## config.mk

```make
export PLATFORM = sky130hd
export DESIGN_NAME = fetch_unit
export DESIGN_NICKNAME = d
export VERILOG_FILES = /design/src/rtl/fetch_unit.sv
export SDC_FILE = /design/constraint.sdc
export NUM_CORES = 1
export LEC_CHECK = 0
export BUFFER_PORTS_ARGS = -buffer_cell sky130_fd_sc_hd__buf_2
export CAP_MARGIN = 20
export CORE_MARGIN = 4
export CORE_UTILIZATION = 50
export CTS_BUF_LIST = sky130_fd_sc_hd__clkbuf_4 sky130_fd_sc_hd__clkbuf_8
export CTS_CLUSTER_DIAMETER = 120
export DETAILED_ROUTE_END_ITERATION = 10
export GPL_TIMING_DRIVEN = 1
export PLACE_DENSITY_LB_ADDON = 0.25
export SKIP_CTS_REPAIR_TIMING = 1
export SYNTH_ARGS = -nofsm -noshare
export SYNTH_HDL_FRONTEND = slang
export SYNTH_SLANG_ARGS = --single-unit
```

## constraint.sdc

```tcl
create_clock -name clk -period 2.5 [get_ports clk]
set_input_delay 0.5 -clock clk [delete_from_list [all_inputs] [get_ports clk]]
set_output_delay 0.5 -clock clk [all_outputs]
set_load 0.02 [all_outputs]
```

## src/rtl/fetch_unit.sv

```systemverilog
// rtl/fetch_unit.sv - instruction fetch FSM with a single outstanding imem request and deferred redirect
module fetch_unit #(
  parameter logic [31:0] RESET_PC  = 32'h00000000,
  parameter logic [31:0] NOP_INSTR = 32'hFC000000
) (
  input  logic        clk,
  input  logic        rst_n,
  input  logic        StallF,
  input  logic        BranchD,
  input  logic [31:0] PCBranchD,
  output logic        imem_req,
  output logic [31:0] imem_addr,
  input  logic        imem_ready,
  input  logic        imem_rvalid,
  input  logic [31:0] imem_rdata,
  output logic [31:0] RD,
  output logic [31:0] PCPlus4F,
  output logic [31:0] PCF,
  output logic        FetchBusy
);

  typedef enum logic [1:0] {
    IDLE  = 2'd0,
    REQ   = 2'd1,
    WAIT  = 2'd2,
    VALID = 2'd3
  } state_t;

  state_t      state;
  logic [31:0] pc;
  logic [31:0] instr_buf;
  logic [31:0] redirect_target;
  logic        redirect_pending;

  // A branch arriving in the same cycle as the response must win over the stale data.
  logic        branch_take;
  logic        redirect_now;
  logic [31:0] redirect_pc;

  assign branch_take  = BranchD && !StallF;
  assign redirect_now = redirect_pending || branch_take;
  assign redirect_pc  = branch_take ? PCBranchD : redirect_target;

  assign PCF       = pc;
  assign imem_addr = pc;
  assign PCPlus4F  = pc + 32'd4;
  assign imem_req  = (state == REQ);
  assign FetchBusy = (state != VALID);
  assign RD        = (state == VALID) ? instr_buf : NOP_INSTR;

  always_ff @(posedge clk) begin
    if (!rst_n) begin
      state            <= IDLE;
      pc               <= RESET_PC;
      instr_buf        <= NOP_INSTR;
      redirect_target  <= 32'd0;
      redirect_pending <= 1'b0;
    end else begin
      case (state)
        IDLE: begin
          if (BranchD) pc <= PCBranchD;
          state <= REQ;
        end
        REQ: begin
          // PC is frozen while the request is in flight; redirects are parked.
          if (branch_take) begin
            redirect_target  <= PCBranchD;
            redirect_pending <= 1'b1;
          end
          if (imem_ready) state <= WAIT;
        end
        WAIT: begin
          if (imem_rvalid) begin
            if (redirect_now) begin
              pc               <= redirect_pc;
              redirect_pending <= 1'b0;
              state            <= REQ;
            end else begin
              instr_buf <= imem_rdata;
              state     <= VALID;
            end
          end else if (branch_take) begin
            redirect_target  <= PCBranchD;
            redirect_pending <= 1'b1;
          end
        end
        VALID: begin
          if (!StallF) begin
            pc    <= BranchD ? PCBranchD : pc + 32'd4;
            state <= REQ;
          end
        end
        default: state <= IDLE;
      endcase
    end
  end

endmodule

```

==> reports/qor.csv <==
metric,value,unit
Worst-Skew Late Latency,370,ps
RSZ-0062 raised after global routing,true,
unique cell type count in the Yosys netlist,52,
Detailed Route WL,18.28,mm
Lkg Pwr,3.346,nW
Gate power share,0.363,
vias in the first global route,5775,
Synth area leader,dfxtp_1,
total negative slack,-123.5,ps
antenna cells,0,
"Largest stage delay, worst path",440,ps
main flop type after synthesis,dfxtp_1,
post-synthesis net count,817,
clock buffer depth,2,
post-synthesis sequential area ratio,0.3475,
clock slew at reported path FFs,100,ps
IO Port Bufs,199,
most frequent CP cell,or3_4,
final-report hold violation count,0,
Inserted Clock Buffers,9,
IO Pins,200,
synth warn,0,
Clock power frac,0.235,
Detail Placement HPWL,12.79,mm
htree depth,3,
Final ANT Viol Nets,0,
clock sink count,99,
# DRC,0,
Synth Register Bits,99,
Area Growth Syn to Fin,30.98,%
largest net degree at the start of global routing,78,
final setup fails,6,
Hold Path Class,input pin to register,
via count,6205,
Tcrit/Tclk final,1.023,
area of the multi-input gates,0.003398,mm^2
initial core utilization,0.5193,
top-area cell type share of the netlist area,0.3475,
Post-Synthesis Cell Area,0.005703,mm^2
Setup crit end kind,primary output,
die height,114.8,um
startpoint types,register,
Die ar.,0.01318,mm^2
clock skew,15.10,ps
share of layout cells above drive strength 1,0.3933,
Reg power frac,0.402,
routability cong.,0.9563,
root buffer cell,clkbuf_8,
Pins Over Slew Limit,0,
Setup WS post-layout,-57.64,ps
Vias/cell,5.810,
Psw,0.001700,W
gr ovfl total,0,
Critical Path Slowest Stage Cell,or3_4,
DRT Pass-1 Iters,5,
Int Power,0.002890,W
Worst Path Required,2000,ps
initial antenna violation count,0,
PwrDens,614.5,mW/mm^2
Sw Share,0.3704,
Cells after Synth,741,
WL per Instance,17.12,um
fin crit period,2558,ps
Layout fillers,925,
"commonest non-fill, non-tap cell in the layout",buf_2,
total power,0.004590,W
most frequent cells in the layout,"buf_2 (185), nand2_1 (151), dfxtp_1 (81)",
Reg area,0.002019,mm^2
Top delay family on crit path,simple AND/OR/NAND/NOR gates,
first-pass GRT wire length,28.52,mm
slew margin rel.,0.4883,
number of max-cap violations,0,
worst slew pin tran,767.6,ps
GRT Resource Usage Total,0.2655,
core box area,0.01098,mm^2
synthesized area per cell,7.696,um^2
critical path data arrival time,2060,ps
Post-synth EDFFs,0,
final net count,999,
fmax,0.3910,GHz
Async SR Flop Fraction,0,
Area contributors post-synth,"dfxtp_1 (35%), nand2_1 (10%), a21oi_1 (7.0%), buf_4 (4.7%), mux2_2 (4.1%)",
Initial DRC Count,535,
peak supply drop,0.0003994,V
clock tree from TritonCTS,done,
worst path cell trace,"nand4_1, or3_4, or3_4, xnor2_2, buf_4",
critical path peak fanout,4,
outcome,"finished, violations left",
failing checks,setup timing,
CP Class,register to primary output,
die width,114.8,um
CP bufs+invs,1,
FP Rows,38,
metal layers:
layer	wire [um]	track usage
met1	7404	0.3520
met2	8599	0.4307
met5	0	0
met3	1970	0.05947
met4	308	0.08764
logic make-up (layout without fill, tap and decap cells):
family / after synthesis / count (layout) / share of synthesized area
multiplexers: 28 / 28 / 0.05375
buffers and inverters: 106 / 293 / 0.09697
flip-flops: 99 / 99 / 0.3475
AND/OR/NAND/NOR: 311 / 311 / 0.2602
adder cells (fa/ha/maj): 6 / 6 / 0.01316
AO/OA/AOI/OAI: 163 / 163 / 0.1854
XOR/XNOR: 28 / 28 / 0.04300
flip-flops by register name, summed over array words and instances (netlist names):
register,flops
PCF,32
redirect_target,32
state,2
instr_buf,32
redirect_pending,1
tightest hold or removal path, stage by stage:
cell and delay (ps):
buf_2 80, nand2_1 40, nand3_1 70
path summary, 6_finish.rpt:
kind | from | end | slack (ps) | depth (start not counted)
worst max register to register | state[0] | PCF[1] | 210 | 7
worst min-delay path | imem_rdata[30] | instr_buf[30] | 360 | 3
worst min register to register | instr_buf[3] | instr_buf[3] | 450 | 2
worst max-delay path | PCF[20] | PCPlus4F[31] | -60 | 5
synth_stat cells (all sizes together), types with 6 or more instances:
| cell | number |
|---|---|
| a22oi | 10 |
| o22ai | 6 |
| clkbuf | 39 |
| mux2i | 7 |
| o31a | 6 |
| xor2 | 12 |
| a222oi | 7 |
| nand2b | 9 |
| ha | 6 |
| mux2 | 21 |
| nor2 | 25 |
| a211oi | 7 |
| nand4 | 15 |
| o221ai | 6 |
| and2 | 27 |
| nor3 | 15 |
| inv | 10 |
| nand3 | 36 |
| dfxtp | 99 |
| a22o | 6 |
| nor4 | 10 |
| a21oi | 80 |
| xnor2 | 16 |
| o21ai | 12 |
| nand2 | 157 |
| buf | 55 |
stage by stage:
stage,hold WS [ps],util,area (um^2),worst slack (ps),cells
after floorplan,431.6,-,5733,-41.41,741
after global placement,436.7,0.6214,6825,196.5,1035
after detailed placement,442.4,0.6214,6825,102.3,1035
after CTS,333.2,0.6399,7028,-310.4,1051
after global routing,343.6,0.6801,7470,-147.4,1068
final,355.4,0.6801,7470,-57.64,1068
cell type report:
type | count | share of cell area
timing repair buffer | 265 | 0.2181
clock inverter | 2 | 0.004690
inverter | 12 | 0.006030
tap | 140 | 0.02345
clock buffer | 14 | 0.02245
multi-input combinational | 536 | 0.4549
sequential | 99 | 0.2704
power by group through the flow:
stage | clock network, W | registers (W) | logic (W)
after global placement | 0 | 0.00184 | 0.00155
after global routing | 0.00117 | 0.00186 | 0.00179
after floorplan | 0 | 0.00198 | 0.000959
final | 0.00108 | 0.00184 | 0.00167
after CTS | 0.00110 | 0.00181 | 0.00158
after detailed placement | 0 | 0.00185 | 0.00157
Note: power is estimated with default switching activity, not from simulation.
